File: src/rtl/regbank_pkg.sv
// Shared constants and output-stage state type for the register-bank read port.
package regbank_pkg;

  localparam int W    = 32;
  localparam int NREG = 32;
  localparam int AW   = $clog2(NREG);

  typedef enum logic {
    EMPTY = 1'b0,
    FULL  = 1'b1
  } out_state_e;

endpackage

File: src/rtl/regbank_scoreboard.sv
// Busy-bit scoreboard: one pending-writeback flag per register, entry 0 never busy.
module regbank_scoreboard #(
  parameter int NREG = regbank_pkg::NREG
) (
  input  logic                    clk,
  input  logic                    rst_n,
  input  logic                    set_en,
  input  logic [$clog2(NREG)-1:0] set_addr,
  input  logic                    clr_en,
  input  logic [$clog2(NREG)-1:0] clr_addr,
  input  logic [$clog2(NREG)-1:0] qa_addr,
  input  logic [$clog2(NREG)-1:0] qb_addr,
  output logic                    qa_busy,
  output logic                    qb_busy
);

  logic [NREG-1:0] busy_q;
  logic [NREG-1:0] busy_d;

  // Set is applied after clear so a same-cycle allocate wins over writeback.
  always_comb begin
    busy_d = busy_q;
    if (clr_en) busy_d[clr_addr] = 1'b0;
    if (set_en) busy_d[set_addr] = 1'b1;
    busy_d[0] = 1'b0;
  end

  always_ff @(posedge clk or negedge rst_n) begin
    if (!rst_n) busy_q <= '0;
    else        busy_q <= busy_d;
  end

  assign qa_busy = busy_q[qa_addr];
  assign qb_busy = busy_q[qb_addr];

endmodule

File: src/rtl/regbank_read_port.sv
// Operand read port with RAW hazard stall and a one-entry output register.
// REGBANK_READ_BYPASS_EN: forward same-cycle writeback data to the operands.
//
// state | meaning
// EMPTY | no operands held, rsp_valid low
// FULL  | operands held until the consumer takes them
import regbank_pkg::*;

module regbank_read_port #(
  parameter int W    = regbank_pkg::W,
  parameter int NREG = regbank_pkg::NREG
) (
  input  logic                         clk,
  input  logic                         rst_n,
  input  logic                         req_valid,
  output logic                         req_ready,
  input  logic [$clog2(NREG)-1:0]      rs1_addr,
  input  logic [$clog2(NREG)-1:0]      rs2_addr,
  input  logic                         rd_alloc,
  input  logic [$clog2(NREG)-1:0]      rd_addr,
  input  logic [NREG-1:0][W-1:0]       ReadData,
  input  logic                         wb_valid,
  input  logic [$clog2(NREG)-1:0]      wb_addr,
  input  logic [W-1:0]                 wb_data,
  output logic                         rsp_valid,
  input  logic                         rsp_ready,
  output logic [W-1:0]                 rs1_data,
  output logic [W-1:0]                 rs2_data,
  output logic [15:0]                  stall_cnt
);

  out_state_e  state_q, state_d;
  logic [W-1:0] rs1_q, rs1_d, rs2_q, rs2_d;
  logic [15:0]  stall_cnt_q, stall_cnt_d;
  logic [W-1:0] op1, op2;
  logic         busy1, busy2, hazard, accept, alloc_en;

  regbank_scoreboard #(.NREG(NREG)) u_sb (
    .clk      (clk),
    .rst_n    (rst_n),
    .set_en   (alloc_en),
    .set_addr (rd_addr),
    .clr_en   (wb_valid),
    .clr_addr (wb_addr),
    .qa_addr  (rs1_addr),
    .qb_addr  (rs2_addr),
    .qa_busy  (busy1),
    .qb_busy  (busy2)
  );

`ifdef REGBANK_READ_BYPASS_EN
  logic wb_hit1, wb_hit2;
  assign wb_hit1 = wb_valid && (wb_addr == rs1_addr);
  assign wb_hit2 = wb_valid && (wb_addr == rs2_addr);
  assign hazard  = (busy1 && !wb_hit1) || (busy2 && !wb_hit2);
  assign op1     = (wb_hit1 && rs1_addr != '0) ? wb_data : ReadData[rs1_addr];
  assign op2     = (wb_hit2 && rs2_addr != '0) ? wb_data : ReadData[rs2_addr];
`else
  // Without forwarding the request waits until the bank holds the new value.
  logic wb_data_unused;
  assign wb_data_unused = ^wb_data;
  assign hazard = busy1 || busy2;
  assign op1    = ReadData[rs1_addr];
  assign op2    = ReadData[rs2_addr];
`endif

  assign req_ready = ((state_q == EMPTY) || rsp_ready) && !hazard;
  assign accept    = req_valid && req_ready;
  assign alloc_en  = accept && rd_alloc && (rd_addr != '0);

  always_comb begin
    state_d     = state_q;
    rs1_d       = rs1_q;
    rs2_d       = rs2_q;
    stall_cnt_d = stall_cnt_q;
    unique case (state_q)
      EMPTY:   if (accept) state_d = FULL;
      FULL:    if (rsp_ready && !accept) state_d = EMPTY;
      default: state_d = EMPTY;
    endcase
    if (accept) begin
      rs1_d = op1;
      rs2_d = op2;
    end
    if (req_valid && hazard && stall_cnt_q != 16'hFFFF)
      stall_cnt_d = stall_cnt_q + 16'd1;
  end

  always_ff @(posedge clk or negedge rst_n) begin
    if (!rst_n) begin
      state_q     <= EMPTY;
      rs1_q       <= '0;
      rs2_q       <= '0;
      stall_cnt_q <= '0;
    end else begin
      state_q     <= state_d;
      rs1_q       <= rs1_d;
      rs2_q       <= rs2_d;
      stall_cnt_q <= stall_cnt_d;
    end
  end

  assign rsp_valid = (state_q == FULL);
  assign rs1_data  = rs1_q;
  assign rs2_data  = rs2_q;
  assign stall_cnt = stall_cnt_q;

endmodule

File: config.mk
export PLATFORM = sky130hd
export DESIGN_NAME = regbank_read_port
export DESIGN_NICKNAME = d
export VERILOG_FILES = /design/src/rtl/regbank_pkg.sv /design/src/rtl/regbank_scoreboard.sv /design/src/rtl/regbank_read_port.sv
export SDC_FILE = /design/constraint.sdc
export NUM_CORES = 1
export LEC_CHECK = 0
export BUFFER_PORTS_ARGS = -buffer_cell sky130_fd_sc_hd__buf_2
export CORE_AREA = 2 2 457 459
export CTS_BUF_LIST = sky130_fd_sc_hd__clkbuf_8
export CTS_CLUSTER_DIAMETER = 80
export DETAILED_ROUTE_END_ITERATION = 6
export DIE_AREA = 0 0 459 461
export PLACE_DENSITY_LB_ADDON = 0.12
export SLEW_MARGIN = 10
export SYNTH_ARGS = -nofsm -noshare
export SYNTH_HDL_FRONTEND = slang
export SYNTH_SLANG_ARGS = --single-unit
File: constraint.sdc
create_clock -name clk -period 3.5 [get_ports clk]
set_clock_uncertainty 0.2 [all_clocks]
set_input_delay 0 -clock clk [delete_from_list [all_inputs] [get_ports clk]]
set_output_delay 0 -clock clk [all_outputs]
set_load 0.01 [all_outputs]
==> parameters.txt <==
Parameter                              Value

Run status
  Outcome    complete, but fails checks
  Failing checks    setup timing

Setup path
  Register-to-register path setup slack    about 0.2 ns
  Critical path endpoint category    flop
  Setup crit start kind    input port
  Critical Path Fanout Max    2
  Slowest stage delay, CP    about 0.56 ns
  Reg2reg end    u_sb.busy_q[14]
  Library cell contributing the largest single delay on the critical path    sky130_fd_sc_hd__dlygate4sd3_1
  Critical path data arrival time    3.79 ns
  Cell mode on critical path    sky130_fd_sc_hd__dlygate4sd3_1
  Setup CP Type    in -> reg
  Number of cell instances on the worst register-to-register path    10
  Largest delay contributor family on the critical path    buffers and inverters
  Worst R2R Start    u_sb.busy_q[14]
  Required time at the worst-slack endpoint    3.75 ns
  Sequence of cells on the critical path    dlygate4sd3_1 -> buf_2 -> mux4_2 -> dlygate4sd3_1 -> mux4_2 -> dlygate4sd3_1 -> mux2_2 -> dlygate4sd3_1 -> mux2_4
  Worst setup path start    ReadData[590]
  Number of buffers and inverters on the critical path    5

Layout
  Post-synthesis to final-layout area growth    53.0%
  Final core utilization    15.7%
  FILL cells    23000
  Fin area    between 0.03 and 0.04 mm2
  Number of standard cells in the layout, taps in and fillers out    about 5200
  Share of cells above drive strength 1    81.7%
  Multi-input gate area    0.0176 mm2
  Area occupied by registers    0.00280 mm2
  Total Nets Final    3567

Synth
  Count of mapped cells out of synthesis    1267
  Proportion of synthesized flip-flops having asynchronous set or reset    100%
  Count of flip-flops with a built-in enable after synthesis    0
  Library cell with the largest summed area after synthesis    sky130_fd_sc_hd__mux4_2
  Top cell type's share of synthesized area    69.0%
  Top post-synthesis cells by area    sky130_fd_sc_hd__mux4_2, sky130_fd_sc_hd__dfrtp_1, sky130_fd_sc_hd__mux2_4, sky130_fd_sc_hd__mux2_2, sky130_fd_sc_hd__clkbuf_1
  Area of the mapped netlist    0.0211 mm2
  Yosys warning total    0
  Number of synthesized register bits    112
  Synth Net Count    roughly 2400
  Number of unique standard cell types used by synthesis    between 40 and 50
  Most used flip-flop cell after synthesis    sky130_fd_sc_hd__dfrtp_1
  Portion of the post-synthesis area used by sequential elements    13.3%
  Syn Area/Cell    16.7 um2

Timing
  Endpoints failing hold    0
  Unrepaired setup endpoints after global routing    no
  Worst slew margin    42.6%
  # setup viols final    1
  Count of final max-slew check failures    0
  Worst hold slack    0.0926 ns
  Setup TNS Final    -0.0440 ns
  Maximum clock rate    282 MHz
  Worst-Margin Slew    0.862 ns
  Share of the clock period used by the worst path after layout    101%
  Final worst path period need    3.54 ns
  Slack of the critical path    -0.0440 ns

Placed design
  Routability congestion estimate from global placement    0.856
  Placed cells    5034
  Detailed Place HPWL    145000 um
  I/O Buffers    1131
  Area after detailed placement    0.0306 mm2

Global route
  Global-route usage over all layers    between 10% and 20%
  Via count of the first global-routing pass    22500
  Gr ovfl total    0
  Antenna violations before repair    around 140
  Global-route wire length before repair    roughly 220000 um
  Maximum number of pins on one net before global-route repair    90

Detailed routing
  Drt drc    0
  Detailed Routing Iterations Pass 1    5
  Average wire per cell in the routed design    approximately 33 um
  Routed WL    about 170000 um
  Violation count after the first detailed-route iteration    1311
  Via/cell ratio    4.05
  Routed Antenna Nets    0
  Vias after detailed routing    21200

Floorplan
  Chip height    461 um
  Core Footprint    a little over 0.2 mm2
  Boundary Pins    1164
  Number of cell rows    167
  Initial Utilization    10.2%
  Floorplan die width    459 um
  Die ar.    0.212 mm2

Clock network
  Clk pin slew, worst setup/hold paths    0.14 ns
  CTS tree    yes
  Clock latency of the later-clocked register in the worst-skew pair    0.54 ns
  Clock root buffer    sky130_fd_sc_hd__clkbuf_8
  Deepest clock path buffer count    2
  Number of clock sinks seen by CTS    around 110
  Depth of the CTS H-tree    3
  Number of buffers created by CTS    9

Pwr
  Power Density    262 mW/mm2
  Leak Pwr    0.0126 uW
  Worst IR Drop VDD    0.000222 V

Min path
  Hold-critical path endpoint    rs2_data[11]
  Hold Path Origin    ReadData[235]
  Worst hold path depth    5
  Worst min path class    in -> reg

Run
  Max-capacitance violation count    0
==> worst min-delay path, delay by kind of cell <==
| family | cells | cell delay (ns) |
|---|---|---|
| multiplexers | 4 | 0.71 |
| buffers and inverters | 1 | 0.08 |
==> logic make-up after synthesis <==
kind of cell / Yosys count / share of synthesized area (%)
AO/OA/AOI/OAI: 79 / 2.03
XOR/XNOR: 15 / 0.622
adder cells (fa/ha/maj): 1 / 0.0592
buffers and inverters: 169 / 3.48
flip-flops: 112 / 13.3
multiplexers: 793 / 77.7
AND/OR/NAND/NOR: 98 / 2.80
==> power breakdown <==
| part | internal, uW | switching (uW) | total (uW) | leakage, uW |
|---|---|---|---|---|
| Combinational | 2840 | 2570 | 5410 | 0.0111 |
| Sequential | 1670 | 276 | 1950 | 0.00139 |
| Clock | 398 | 698 | 1100 | 0.000108 |
| Total | 4910 | 3550 | 8460 | 0.0126 |
==> cells in the final DEF, fill, tap and decap left out, drive strengths merged, types with 2 or more instances in the layout <==
cell,netlist,layout
buf,75,1231
mux4,647,647
dlygate4sd3,0,142
mux2,133,133
dfrtp,112,112
o21ai,65,65
diode,0,40
nand2,18,18
xor2,14,14
mux2i,13,13
nand3,12,12
nand3b,11,11
nor2,10,10
clkbuf,92,9
nor3,8,8
nand4,6,6
or3,5,5
nor4,5,5
inv,2,5
nand2b,4,4
or3b,4,4
and3,3,3
a31oi,3,3
and2,3,3
a21o,2,2
nor3b,2,2
a21oi,2,2
a2111oi,2,2
a222oi,2,2
nand4b,2,2
nor4b,2,2
bufinv,0,2
==> routing by layer <==
metal | routed length (um) | part of all wire [%] | global-route usage [%]
met3 | 14000 | 8.2 | 5.21
met2 | 83100 | 49 | 26.7
met5 | 522 | 0.31 | 0
met1 | 69900 | 41 | 19.2
met4 | 3410 | 2.0 | 2.77
==> stage by stage <==
step,worst slack [ns],power [uW]
floorplan,0.689,4600
global placement,0.292,7310
finish,-0.0440,8460
detailed placement,0.336,7290
global route,0.0117,9020
CTS,0.0638,8750
==> synth_stat cells, types with 2 or more instances <==
master,count
sky130_fd_sc_hd__clkbuf_1,92
sky130_fd_sc_hd__a31oi_1,3
sky130_fd_sc_hd__nor4_1,4
sky130_fd_sc_hd__nand4_1,6
sky130_fd_sc_hd__inv_1,2
sky130_fd_sc_hd__nand2_1,18
sky130_fd_sc_hd__nand3b_1,11
sky130_fd_sc_hd__nor3b_1,2
sky130_fd_sc_hd__nand4b_1,2
sky130_fd_sc_hd__nor4b_1,2
sky130_fd_sc_hd__mux2_2,72
sky130_fd_sc_hd__mux2_4,60
sky130_fd_sc_hd__a21o_1,2
sky130_fd_sc_hd__and2_1,3
sky130_fd_sc_hd__nor2_1,10
sky130_fd_sc_hd__a2111oi_0,2
sky130_fd_sc_hd__a222oi_1,2
sky130_fd_sc_hd__and3_1,3
sky130_fd_sc_hd__or3b_2,4
sky130_fd_sc_hd__buf_2,29
sky130_fd_sc_hd__xor2_1,14
sky130_fd_sc_hd__a21oi_1,2
sky130_fd_sc_hd__dfrtp_1,112
sky130_fd_sc_hd__o21ai_0,64
sky130_fd_sc_hd__mux4_2,647
sky130_fd_sc_hd__mux2i_1,13
sky130_fd_sc_hd__nand3_1,11
sky130_fd_sc_hd__or3_1,5
sky130_fd_sc_hd__buf_6,8
sky130_fd_sc_hd__buf_1,37
sky130_fd_sc_hd__nor3_1,8
sky130_fd_sc_hd__nand2b_1,4
==> worst max-delay path by stage <==
stage | end | slack, ns | cells past startpoint
after floorplan | rs1_data[11] | 0.69 | 8
final | rs1_data[14] | -0.04 | 9
after detailed placement | u_sb.busy_q[24] | 0.34 | 9
after global placement | u_sb.busy_q[8] | 0.29 | 9
after CTS | u_sb.busy_q[14] | 0.06 | 10
after global routing | rs1_data[14] | 0.01 | 9
==> state kept, by name, indices dropped and copies added, names as in the netlist <==
register	flops
rsp_valid	1
u_sb.busy_q	31
rs1_data	32
rs2_data	32
stall_cnt	16
==> final cells by class <==
type / count / area share, %
clock buffer: 9 / 0.383
sequential: 112 / 8.67
multi-input combinational: 986 / 54.4
timing repair buffer: 1373 / 25.5
antenna: 40 / 0.310
clock inverter: 5 / 0.252
inverter: 2 / 0.0232
tap: 2704 / 10.5
==> what timing repair did <==
item	CTS	global route
hold buffers	143	0
endpoints found under the hold margin	206	0
endpoints found under the setup margin	0	5
resized for setup	0	2
setup buffers	0	0
Power figures use the tool's default switching activity.
